==> src/rtl/fir_err_pkg.sv <==
// Shared widths and FSM encoding for the approximate-vs-exact FIR error meter.
package fir_err_pkg;

    localparam int DEF_DATA_W   = 32;
    localparam int DEF_LOG2_WIN = 10;
    localparam int ERR_W        = DEF_DATA_W + 1;
    localparam int SUM_W        = ERR_W + DEF_LOG2_WIN;

    typedef enum logic [0:0] {
        S_WARM = 1'b0,
        S_ACC  = 1'b1
    } state_e;

    function automatic int calc_err_w(input int data_w);
        return data_w + 1;
    endfunction

    function automatic int calc_sum_w(input int data_w, input int log2_win);
        return calc_err_w(data_w) + log2_win;
    endfunction

endpackage

==> src/rtl/fir_abs_diff.sv <==
// Combinational |a - b| with one bit of headroom, so full-scale operands cannot overflow.
module fir_abs_diff
    import fir_err_pkg::*;
#(
    parameter int DATA_W = 32
) (
    input  logic signed [DATA_W-1:0]             a_i,
    input  logic signed [DATA_W-1:0]             b_i,
    output logic        [calc_err_w(DATA_W)-1:0] abs_o
);

    localparam int ERR_WIDTH = calc_err_w(DATA_W);

    logic signed [ERR_WIDTH-1:0] diff;

    always_comb begin
        diff  = ERR_WIDTH'(a_i) - ERR_WIDTH'(b_i);
        abs_o = diff[ERR_WIDTH-1] ? $unsigned(-diff) : $unsigned(diff);
    end

endmodule

==> src/rtl/fir_err_accum.sv <==
// Windowed error statistics (mean/max/non-zero count) between an approximate and an exact FIR.
module fir_err_accum
    import fir_err_pkg::*;
#(
    parameter int DATA_W   = 32,
    parameter int WARMUP   = 15,
    parameter int LOG2_WIN = 10
) (
    input  logic                     clk,
    input  logic                     Reset,
    input  logic                     Clear,
    input  logic                     sample_valid,
    input  logic signed [DATA_W-1:0] Data_approx,
    input  logic signed [DATA_W-1:0] Data_exact,
    output logic        [DATA_W:0]   mae,
    output logic        [DATA_W:0]   max_err,
    output logic        [LOG2_WIN:0] err_count,
    output logic        [15:0]       win_count,
    output logic                     result_valid
);

    localparam int ERR_WIDTH = calc_err_w(DATA_W);
    localparam int SUM_WIDTH = calc_sum_w(DATA_W, LOG2_WIN);
    localparam int CNT_WIDTH = LOG2_WIN + 1;
    localparam int WARM_W    = (WARMUP > 1) ? $clog2(WARMUP) : 1;

    localparam logic [WARM_W-1:0]   WARM_LAST  = WARM_W'((WARMUP > 0) ? WARMUP - 1 : 0);
    localparam logic [LOG2_WIN-1:0] LAST_IDX   = '1;
    localparam state_e              INIT_STATE = (WARMUP == 0) ? S_ACC : S_WARM;

    function automatic logic [ERR_WIDTH-1:0] mean_trunc(input logic [SUM_WIDTH-1:0] s);
        return ERR_WIDTH'(s >> LOG2_WIN);
    endfunction

    function automatic logic [ERR_WIDTH-1:0] max_of(input logic [ERR_WIDTH-1:0] a,
                                                    input logic [ERR_WIDTH-1:0] b);
        return (a > b) ? a : b;
    endfunction

    logic [ERR_WIDTH-1:0] abs_err_c;

    logic [ERR_WIDTH-1:0] abs_err_p1_q, abs_err_p1_d;
    logic                 vld_p1_q, vld_p1_d;

    state_e               state_q, state_d;
    logic [WARM_W-1:0]    warm_cnt_q, warm_cnt_d;
    logic [LOG2_WIN-1:0]  idx_q, idx_d;
    logic [SUM_WIDTH-1:0] sum_q, sum_d, sum_new;
    logic [ERR_WIDTH-1:0] wmax_q, wmax_d, wmax_new;
    logic [CNT_WIDTH-1:0] nz_q, nz_d, nz_new;

    logic [ERR_WIDTH-1:0] mae_q, mae_d;
    logic [ERR_WIDTH-1:0] max_err_q, max_err_d;
    logic [CNT_WIDTH-1:0] err_count_q, err_count_d;
    logic [15:0]          win_q, win_d;
    logic                 rv_q, rv_d;

    fir_abs_diff #(
        .DATA_W (DATA_W)
    ) u_abs_diff (
        .a_i   (Data_approx),
        .b_i   (Data_exact),
        .abs_o (abs_err_c)
    );

    always_comb begin
        // stage p1: capture |error| of the incoming sample
        vld_p1_d     = sample_valid;
        abs_err_p1_d = sample_valid ? abs_err_c : abs_err_p1_q;

        // stage p2: fold the registered error into the window
        sum_new  = sum_q + SUM_WIDTH'(abs_err_p1_q);
        wmax_new = max_of(wmax_q, abs_err_p1_q);
        nz_new   = nz_q + CNT_WIDTH'(abs_err_p1_q != '0);

        state_d     = state_q;
        warm_cnt_d  = warm_cnt_q;
        idx_d       = idx_q;
        sum_d       = sum_q;
        wmax_d      = wmax_q;
        nz_d        = nz_q;
        mae_d       = mae_q;
        max_err_d   = max_err_q;
        err_count_d = err_count_q;
        win_d       = win_q;
        rv_d        = 1'b0;

        if (Clear) begin
            vld_p1_d     = 1'b0;
            abs_err_p1_d = '0;
            state_d      = INIT_STATE;
            warm_cnt_d   = '0;
            idx_d        = '0;
            sum_d        = '0;
            wmax_d       = '0;
            nz_d         = '0;
            win_d        = '0;
        end else if (vld_p1_q) begin
            if (state_q == S_WARM) begin
                if (warm_cnt_q == WARM_LAST) begin
                    state_d = S_ACC;
                end else begin
                    warm_cnt_d = warm_cnt_q + WARM_W'(1);
                end
            end else if (idx_q == LAST_IDX) begin
                // Publish including this last sample; next window starts from zero.
                mae_d       = mean_trunc(sum_new);
                max_err_d   = wmax_new;
                err_count_d = nz_new;
                win_d       = win_q + 16'd1;
                rv_d        = 1'b1;
                idx_d       = '0;
                sum_d       = '0;
                wmax_d      = '0;
                nz_d        = '0;
            end else begin
                idx_d  = idx_q + LOG2_WIN'(1);
                sum_d  = sum_new;
                wmax_d = wmax_new;
                nz_d   = nz_new;
            end
        end
    end

    always_ff @(posedge clk) begin
        if (Reset) begin
            abs_err_p1_q <= '0;
            vld_p1_q     <= 1'b0;
            state_q      <= INIT_STATE;
            warm_cnt_q   <= '0;
            idx_q        <= '0;
            sum_q        <= '0;
            wmax_q       <= '0;
            nz_q         <= '0;
            mae_q        <= '0;
            max_err_q    <= '0;
            err_count_q  <= '0;
            win_q        <= '0;
            rv_q         <= 1'b0;
        end else begin
            abs_err_p1_q <= abs_err_p1_d;
            vld_p1_q     <= vld_p1_d;
            state_q      <= state_d;
            warm_cnt_q   <= warm_cnt_d;
            idx_q        <= idx_d;
            sum_q        <= sum_d;
            wmax_q       <= wmax_d;
            nz_q         <= nz_d;
            mae_q        <= mae_d;
            max_err_q    <= max_err_d;
            err_count_q  <= err_count_d;
            win_q        <= win_d;
            rv_q         <= rv_d;
        end
    end

    assign mae          = mae_q;
    assign max_err      = max_err_q;
    assign err_count    = err_count_q;
    assign win_count    = win_q;
    assign result_valid = rv_q;

endmodule

==> config.mk <==
export PLATFORM = sky130hd
export DESIGN_NAME = fir_err_accum
export DESIGN_NICKNAME = d
export VERILOG_FILES = /design/src/rtl/fir_err_pkg.sv /design/src/rtl/fir_abs_diff.sv /design/src/rtl/fir_err_accum.sv
export SDC_FILE = /design/constraint.sdc
export NUM_CORES = 1
export LEC_CHECK = 0
export ABC_AREA = 1
export BUFFER_PORTS_ARGS = -buffer_cell sky130_fd_sc_hd__buf_2
export CAP_MARGIN = 20
export CORE_ASPECT_RATIO = 0.8
export CORE_MARGIN = 8
export CORE_UTILIZATION = 40
export DETAILED_ROUTE_END_ITERATION = 12
export GPL_TIMING_DRIVEN = 1
export PLACE_DENSITY_LB_ADDON = 0.15
export SLEW_MARGIN = 20
export SYNTH_ARGS = -nofsm -noshare
export SYNTH_HDL_FRONTEND = slang
export SYNTH_SLANG_ARGS = --single-unit
==> constraint.sdc <==
create_clock -name clk -period 4.2 [get_ports clk]
set_clock_uncertainty 0.2 [all_clocks]
set_input_delay 1.26 -clock clk [delete_from_list [all_inputs] [get_ports clk]]
set_output_delay 1.26 -clock clk [all_outputs]
set_load 0.1 [all_outputs]
==> results.yml, run 1 <==
timing:
  slew_headroom_pct: 39.2
  drv_slew: 0
  finalHoldViolations: 0
  layout_min_cycle_time_ns: 3.63
  finalSetupViolations: 0
  rsz0062_at_grt: "no"
  final.setup.tns_ns: 0
  max_freq_mhz: 276
  tightest_slew_ns: 0.912
  min_period_over_period_pct: 86.4
cts:
  cts-hold-fix-buffers: 0
  numCtsBuffers: 25
  clock-sinks: 230
  root_buffer: "clkbuf_16"
  h-tree-depth: 1
  path_clk_slew_ns: 0.06
  postCtsSetupBuffers: 0
  clk_latency_ns: 0.55
  cts.path.max_buffers: 3
  postCtsResizedCells: 0
  tritoncts: "built"
floorplanning:
  die-height_um: 198
  io_pins: 162
  core_um2: 40700
  die_w_um: 243
  core.rowCount: 66
  initial_core_util_pct: 40.6
  dieArea_um2: 48100
yosys:
  seq_area_frac_synth_pct: 27.9
  yosysWarnings: 0
  synth.distinct_cells: 58
  synthArstFlopShare_pct: 0
  synth_cells: 2603
  syn_area_per_cell_um2: 6.34
  synth_edf_count: 0
  synth_flop_cell: "dfxtp_1"
  synth_nets: 2778
  ys_seq_elements: 230
  syn_area_um2: 16500
power:
  power.density_nw_per_um2: 304
  leakage_nw: 9.48
  peakVddDrop_v: 0.000244
global_route:
  grt_overflow: 0
  grt_pass1_vias: 15700
  grt_start_max_net_pins: 118
  grt_usage_pct: 21.5
  grt_first_pass_wirelength_um: 85000
  antenna_found_initial: 0
setup_path:
  crit_path_end_kind: "flop"
  startpoint_type: "flop"
  crit_start: "abs_err_p1_q[0]"
  critPathMaxFanout: 4
  path_common_cell: "nand2_1"
  arrival_ns: 3.87
  r2r-start: "abs_err_p1_q[0]"
  crit_end: "mae[20]"
  worstSetupPathType: "flop to flop"
  cp_cell_sequence: "ha_1 -> inv_1 -> fa_1 -> inv_1 -> nand3_1 -> nand2_1 -> a21boi_1 -> inv_1 -> a21o_1 -> nand2_1 -> inv_1 -> nor2_1 -> o21ai_0 -> nand2_1 -> nand2_1 -> nand2_1 -> nand2_1 -> nand2_1 -> nand2_1 -> inv_1"
  reg2reg_slack_ns: 0.57
  cpPeakStageDelay_ns: 0.44
  cp_slowest_cell: "dfxtp_1"
  reg2reg_depth: 20
  r2r_end: "mae[20]"
  crit_required_ns: 4.44
place:
  place.gp.congestion: 0.946
  dp_hpwl_um: 42300
  io_buffers: 161
detailed_routing:
  vias_per_cell: 5.13
  postRouteAntennaNets: 0
  first_pass_iters: 5
  wirelength_um: 53700
  route.detailed.drc: 0
  vias: 16900
  drt_iter0_drc: 1215
  avgRoutedWirePerCell_um: 16.3
layout:
  finish.utilization_pct: 46.0
  antenna_cells: 0
  drive_gt1_share_pct: 11.5
  syn2layout_area_growth_pct: 13.5
  fin_nets: 2914
  fillers: 4337
  seq_area_um2: 4600
  multiInputGateArea_um2: 10000
job:
  maxCapViolations: 0
hold_path:
  min_path_type: "flop to flop"
outcome:
  status: "completed"
## cell usage in the layout, fill, tap and decap left out, types with 12 or more instances in the layout
| master | n |
|---|---|
| nand2_2 | 24 |
| a21o_1 | 44 |
| o21ai_0 | 135 |
| buf_2 | 161 |
| ha_1 | 105 |
| clkbuf_16 | 25 |
| dfxtp_1 | 230 |
| nand3_1 | 156 |
| buf_4 | 21 |
| nor3_1 | 21 |
| xor2_1 | 33 |
| o211ai_1 | 12 |
| nand2_1 | 716 |
| o21bai_1 | 27 |
| o21ai_1 | 14 |
| inv_1 | 395 |
| nor2_2 | 13 |
| xnor2_1 | 18 |
| nand3b_1 | 36 |
| nor2_1 | 188 |
| nand4_1 | 37 |
| a21oi_1 | 207 |
## worst min-delay path by stage
stage	slack [ns]	from	end	cells after the start
floorplan	0.25	wmax_q[0]	wmax_q[0]	2
global placement	0.24	win_count[15]	win_count[15]	1
detailed placement	0.25	win_count[15]	win_count[15]	1
CTS	0.26	win_count[15]	win_count[15]	1
global route	0.29	sum_q[23]	sum_q[23]	2
finish	0.25	win_count[15]	win_count[15]	1
## area by class of cell
| class | count | share of cell area (%) |
|---|---|---|
| clock buffer | 34 | 3.79 |
| clock inverter | 10 | 0.701 |
| inverter | 409 | 8.21 |
| multi-input combinational | 1888 | 53.6 |
| sequential | 230 | 24.6 |
| tap | 544 | 3.63 |
| timing repair buffer | 185 | 5.46 |
## cells in the mapped netlist (all sizes together) (2+ instances only)
master | number | area [µm²]
a21boi | 5 | 37.5
or2 | 11 | 68.8
o211ai | 13 | 111
ha | 105 | 1310
xor2 | 34 | 305
nand3 | 166 | 881
o31ai | 2 | 15.0
o21bai | 27 | 203
and2 | 5 | 31.3
a2bb2oi | 2 | 17.5
nand2 | 742 | 2860
nor2 | 207 | 840
nor3 | 24 | 135
nand4 | 37 | 231
a211oi | 2 | 15.0
a31oi | 9 | 56.3
fa | 2 | 40.0
nor3b | 2 | 15.0
nand3b | 36 | 270
inv | 408 | 1530
a221oi | 2 | 17.5
a21o | 44 | 330
o221ai | 4 | 35.0
dfxtp | 230 | 4600
o21a | 8 | 60.1
xnor2 | 18 | 158
o21ai | 150 | 754
a21oi | 210 | 1060
nor4b | 3 | 32.5
and3 | 3 | 18.8
nor4 | 10 | 75.1
buf | 23 | 145
clkbuf | 53 | 199
## cells by family (layout without fill, tap and decap cells)
kind of cell / Yosys count / in the layout / share of synthesized area (%)
AO/OA/AOI/OAI: 483 / 483 / 16.7
XOR/XNOR: 52 / 52 / 2.80
adder cells (fa/ha/maj): 107 / 107 / 8.20
buffers and inverters: 485 / 638 / 11.4
flip-flops: 230 / 230 / 27.9
AND/OR/NAND/NOR: 1246 / 1246 / 33.0
## report_power, final
part	internal, mW	switching (mW)
sequential	2.20	0.0376
clock	1.36	0.947
combinational	0.353	0.791
total	3.92	1.78
## metal layers
metal  wire length [µm]  vias up  GRT usage [%]
met2              22200      453           32.5
met4                828        0           3.70
li1                   -     8658              -
met3               4170       64           4.97
met5                  0        -              0
met1              26500     7755           31.0
## critical path: cells and delay by family (launching register included)
family	cells	cell delay [ns]
and+or+nand+nor	10	1.03
AOI/OAI and AO/OA	3	0.74
adders and majority gates	2	0.72
DFF	1	0.44
buffers and inverters	5	0.39
## through the flow
step	hold WS (ns)	instances	area [µm²]	worst slack (ns)	power [mW]
final	0.250	3300	18700	0.571	5.69
after global routing	0.287	3300	18700	0.296	5.99
after detailed placement	0.249	3256	17900	0.0651	3.41
after floorplan	0.245	2603	16500	0.581	3.07
after global placement	0.238	3256	17900	0.108	3.40
after CTS	0.259	3300	18700	0.642	5.74
## state kept, by name (all words and copies together) (netlist names), 4 cells and up
name / count
abs_err_p1_q: 33
err_count: 11
idx_q: 10
mae: 33
max_err: 33
nz_q: 11
sum_q: 43
warm_cnt_q: 4
win_count: 16
wmax_q: 33
(Power assumes the default switching activity.)
==> run 2, diff against run 1 <==
==> constraint.sdc (replaced) <==
create_clock -name clk -period 4.3 [get_ports clk]
set_clock_uncertainty 0.2 [all_clocks]
set_input_delay 1.29 -clock clk [delete_from_list [all_inputs] [get_ports clk]]
set_output_delay 1.29 -clock clk [all_outputs]
set_load 0.1 [all_outputs]
==> results.yml, run 2 (same netlist as run 1, synthesis figures left out) <==
place:
  dp_hpwl_um: 42300
  place_ws_ns: 0.119
  place.gp.congestion: 0.932
  io_buffers: 161
  placed_area_um2: 17900
cts:
  clk_latency_ns: 0.56
  clock-sinks: 230
  path_clk_slew_ns: 0.06
  numCtsBuffers: 26
  h-tree-depth: 1
  cts-hold-fix-buffers: 0
  postCtsResizedCells: 0
  cts.path.max_buffers: 3
  tritoncts: "built"
  postCtsSetupBuffers: 0
  root_buffer: "clkbuf_16"
timing:
  final.setup.tns_ns: 0
  layout_min_cycle_time_ns: 3.64
  layout_setup_ws_ns: 0.655
  finalSetupViolations: 0
  hold_ws_ns: 0.248
  slew_headroom_pct: 35.3
  drv_slew: 0
  finalHoldViolations: 0
  rsz0062_at_grt: "no"
  max_freq_mhz: 274
  min_period_over_period_pct: 84.8
  tightest_slew_ns: 0.970
layout:
  layout.cells.most_common_list: "nand2_1, inv_1, dfxtp_1"
  regMostFlops: "sum_q"
  syn2layout_area_growth_pct: 13.4
  layout_commonest_cell: "nand2_1"
  fin_area_um2: 18700
  drive_gt1_share_pct: 11.4
  fin_nets: 2913
  largest_reg_flops: 43
  fillers: 4260
  finish.utilization_pct: 46.0
setup_path:
  startpoint_type: "input port"
  worstSetupPathType: "input port to flop"
  arrival_ns: 3.91
  critPathMaxFanout: 22
  crit_path_end_kind: "flop"
  crit_required_ns: 4.57
global_route:
  grt_usage_pct: 21.5
  grt_overflow: 0
  antenna_found_initial: 1
  grt_first_pass_wirelength_um: 84900
  grt_start_max_net_pins: 118
  grt_pass1_vias: 15700
floorplanning:
  die-height_um: 198
  io_pins: 162
  initial_core_util_pct: 40.6
  core.rowCount: 66
  core_um2: 40700
  dieArea_um2: 48100
  die_w_um: 243
detailed_routing:
  vias: 17000
  wirelength_um: 53500
  vias_per_cell: 5.14
  drt_iter0_drc: 1400
  first_pass_iters: 6
  postRouteAntennaNets: 0
  avgRoutedWirePerCell_um: 16.2
  route.detailed.drc: 0
job:
  maxCapViolations: 0
outcome:
  status: "completed"
power:
  leakage_nw: 9.47
  peakVddDrop_v: 0.000283
  power.density_nw_per_um2: 291
hold_path:
  min_path_type: "flop to flop"
run 2: path summary, 6_finish.rpt:
check        cells after the start  slack [ns]                to             from
min                              1        0.25     win_count[15]    win_count[15]
min reg2reg                      1        0.25     win_count[15]    win_count[15]
max reg2reg                     20        0.73           mae[20]  abs_err_p1_q[0]
max                             19        0.66  abs_err_p1_q[32]   Data_approx[0]
run 2: metrics by stage:
stage / instances / total power [mW]
3_3_place_gp: 3254 / 3.32
6_report: 3302 / 5.45
2_1_floorplan: 2603 / 3.00
4_1_cts: 3301 / 5.50
5_1_grt: 3302 / 5.74
3_5_place_dp: 3254 / 3.33
run 2: power by group:
part	internal, mW	switching (mW)	total [mW]
clock	1.22	0.929	2.15
sequential	2.15	0.0371	2.19
combinational	0.350	0.764	1.11
run 2: critical path: stages:
cell     delay (ns)
buf_2          0.07
inv_1          0.03
ha_1           0.22
fa_1           0.44
inv_1          0.12
nand3_1        0.09
nand2_1        0.12
nand2_1        0.10
nand2_2        0.13
nand3_2        0.11
nand3_2        0.09
nand2_1        0.08
nand2_1        0.10
nand2_2        0.06
nand2_4        0.23
inv_2          0.15
nor3b_1        0.23
nand3_1        0.10
a21oi_1        0.12
run 2: routing by layer:
metal	track usage [%]	vias to the layer above	share of wire, %
met3	3.74	58	6.8
met4	3.92	0	1.7
li1	-	8651	-
met5	0	-	0
met1	31.8	7819	50
met2	32.4	443	41
run 2: cell type report:
type                            count  area (µm²)  share of cell area (%)
Multi-Input combinational cell   1888       10000                    53.7
Clock buffer                       39         759                    4.06
Inverter                          409        1540                    8.21
Clock inverter                      8        57.6                   0.307
Antenna cell                        1        2.50                  0.0134
Sequential cell                   230        4600                    24.6
Timing Repair Buffer              183        1030                    5.52
Tap cell                          544         681                    3.64
==> run 3, diff against run 2 <==
==> constraint.sdc (replaced) <==
create_clock -name clk -period 3.1 [get_ports clk]
set_clock_uncertainty 0.2 [all_clocks]
set_input_delay 0.93 -clock clk [delete_from_list [all_inputs] [get_ports clk]]
set_output_delay 0.93 -clock clk [all_outputs]
set_load 0.1 [all_outputs]
==> results.yml, run 3 (same netlist as run 1, synthesis figures left out) <==
outcome:
  status: "completed"
detailed_routing:
  vias: 17700
  drt_iter0_drc: 1363
  route.detailed.drc: 0
  vias_per_cell: 5.05
  first_pass_iters: 5
  avgRoutedWirePerCell_um: 15.4
  wirelength_um: 54000
  postRouteAntennaNets: 0
setup_path:
  crit_family: "simple AND/OR/NAND/NOR gates"
  worstSetupPathType: "input port to flop"
  r2r-start: "abs_err_p1_q[9]"
  crit_start: "Data_approx[0]"
  crit_required_ns: 3.34
  path_common_cell: "nand3_1"
  reg2reg_depth: 13
  cp_slowest_cell: "fa_2"
  crit_path_end_kind: "flop"
  path_depth: 17
  r2r_end: "mae[24]"
  reg2reg_slack_ns: 0.14
  cpPeakStageDelay_ns: 0.37
  arrival_ns: 3.24
  startpoint_type: "input port"
  cp_cell_sequence: "buf_8 -> inv_8 -> ha_4 -> fa_2 -> xor2_2 -> nand3_1 -> nand3b_1 -> inv_1 -> nand2_1 -> nor2_1 -> nand3_2 -> nor3_4 -> nand3_1 -> nand3_1 -> nand3_1 -> nand2_1 -> inv_1"
  crit_end: "abs_err_p1_q[25]"
  critPathMaxFanout: 3
  cp_num_buf_inv: 4
layout:
  seq_area_um2: 4620
  fin_area_um2: 20600
  syn2layout_area_growth_pct: 24.7
  largest_reg_flops: 43
  antenna_cells: 0
  drive_gt1_share_pct: 20.0
  regMostFlops: "sum_q"
  layout.cells.most_common_list: "nand2_1, inv_1, dfxtp_1"
  multiInputGateArea_um2: 10400
  fillers: 4180
  fin_nets: 3114
  layout_commonest_cell: "nand2_1"
hold_path:
  min_path_type: "flop to flop"
  hp-start: "win_count[15]"
  worstHoldPathCells: 1
timing:
  min_period_over_period_pct: 96.6
  layout_setup_ws_ns: 0.105
  finalHoldViolations: 0
  max_freq_mhz: 334
  layout_min_cycle_time_ns: 3.00
  finalSetupViolations: 0
  rsz0062_at_grt: "yes"
  tightest_slew_ns: 1.04
  drv_slew: 0
  slew_headroom_pct: 30.9
power:
  leakage_nw: 10.5
  power.density_nw_per_um2: 386
  p_total_mw: 7.95
  peakVddDrop_v: 0.000381
job:
  maxCapViolations: 0
place:
  placed_area_um2: 19400
  place_ws_ns: -0.561
  place.gp.congestion: 0.949
  dp_hpwl_um: 42500
  io_buffers: 161
floorplanning:
  die-height_um: 198
  die_w_um: 243
  dieArea_um2: 48100
  core.rowCount: 66
  initial_core_util_pct: 40.6
  io_pins: 162
  core_um2: 40700
cts:
  h-tree-depth: 1
  path_clk_slew_ns: 0.06
  cts.path.max_buffers: 3
  numCtsBuffers: 25
  tritoncts: "built"
  root_buffer: "clkbuf_16"
  clock-sinks: 230
  clk_latency_ns: 0.55
global_route:
  grt_start_max_net_pins: 110
  grt_pass1_vias: 16800
  grt_overflow: 0
  grt_first_pass_wirelength_um: 86700
  antenna_found_initial: 0
  grt_usage_pct: 21.7
==> run 3: changes by cell type in the layout (fill, tap and decap cells not counted), moves of 8 or more <==
cell,delta
buf_4,+202
nand2_1,-19
nand2_2,+17
ha_1,-12
nor2_1,-12
nand3_1,-11
nor2_2,+11
dfxtp_1,-9
dfxtp_2,+9
nand3_2,+8
==> run 3: layout make-up <==
type,count,area share (%)
Multi-Input combinational cell,1888,50.6
Sequential cell,230,22.4
Timing Repair Buffer,385,12.4
Inverter,409,7.50
Clock buffer,36,3.38
Tap cell,544,3.30
Clock inverter,9,0.389
==> run 3: metal layers <==
metal	GRT usage (%)	share of wire, %	vias to the layer above
met4	3.41	1.5	0
met5	0	0	-
li1	-	-	9081
met1	31.4	49	8098
met3	3.58	6.2	60
met2	34.0	43	442
==> run 3: worst min-delay path by stage <==
stage | endpoint | slack (ns)
after floorplan | wmax_q[0] | 0.25
after global placement | win_count[15] | 0.24
after detailed placement | win_count[15] | 0.25
after CTS | win_count[15] | 0.26
after global routing | win_count[15] | 0.27
final | win_count[15] | 0.26
==> run 3: through the flow <==
stage / setup TNS (ns) / std cells / utilization [%] / hold slack, ns
finish: 0 / 3501 / 50.6 / 0.263
global route: -0.419 / 3501 / 50.6 / 0.268
CTS: 0 / 3490 / 49.6 / 0.262
detailed placement: -13.85 / 3445 / 47.6 / 0.253
global placement: -12.52 / 3445 / 47.6 / 0.237
floorplan: -0.426 / 2603 / - / 0.245
==> run 3: report_power, final <==
group	switching, mW	internal [mW]
logic	1.17	0.817
registers	0.0472	2.98
clock network	1.28	1.65
==> run 3: repair_timing <==
item                                    in CTS  in global routing
gates cloned                                 0                  0
resized for setup                            1                 87
hold buffers                                 0                  0
buffers inserted                             0                 11
pin swaps                                    0                 25
endpoints found under the setup margin       1                110
==> run 3: worst register-to-register path, cell delays in order, from the launching register on <==
cell	delay [ns]
dfxtp_1	0.50
ha_1	0.34
a21oi_1	0.29
o21ai_0	0.14
a21o_1	0.22
buf_4	0.16
nand2_1	0.14
nand2_2	0.10
a21o_4	0.26
or2_1	0.23
nand2_1	0.07
nand2_1	0.05
o211ai_1	0.09
inv_1	0.05
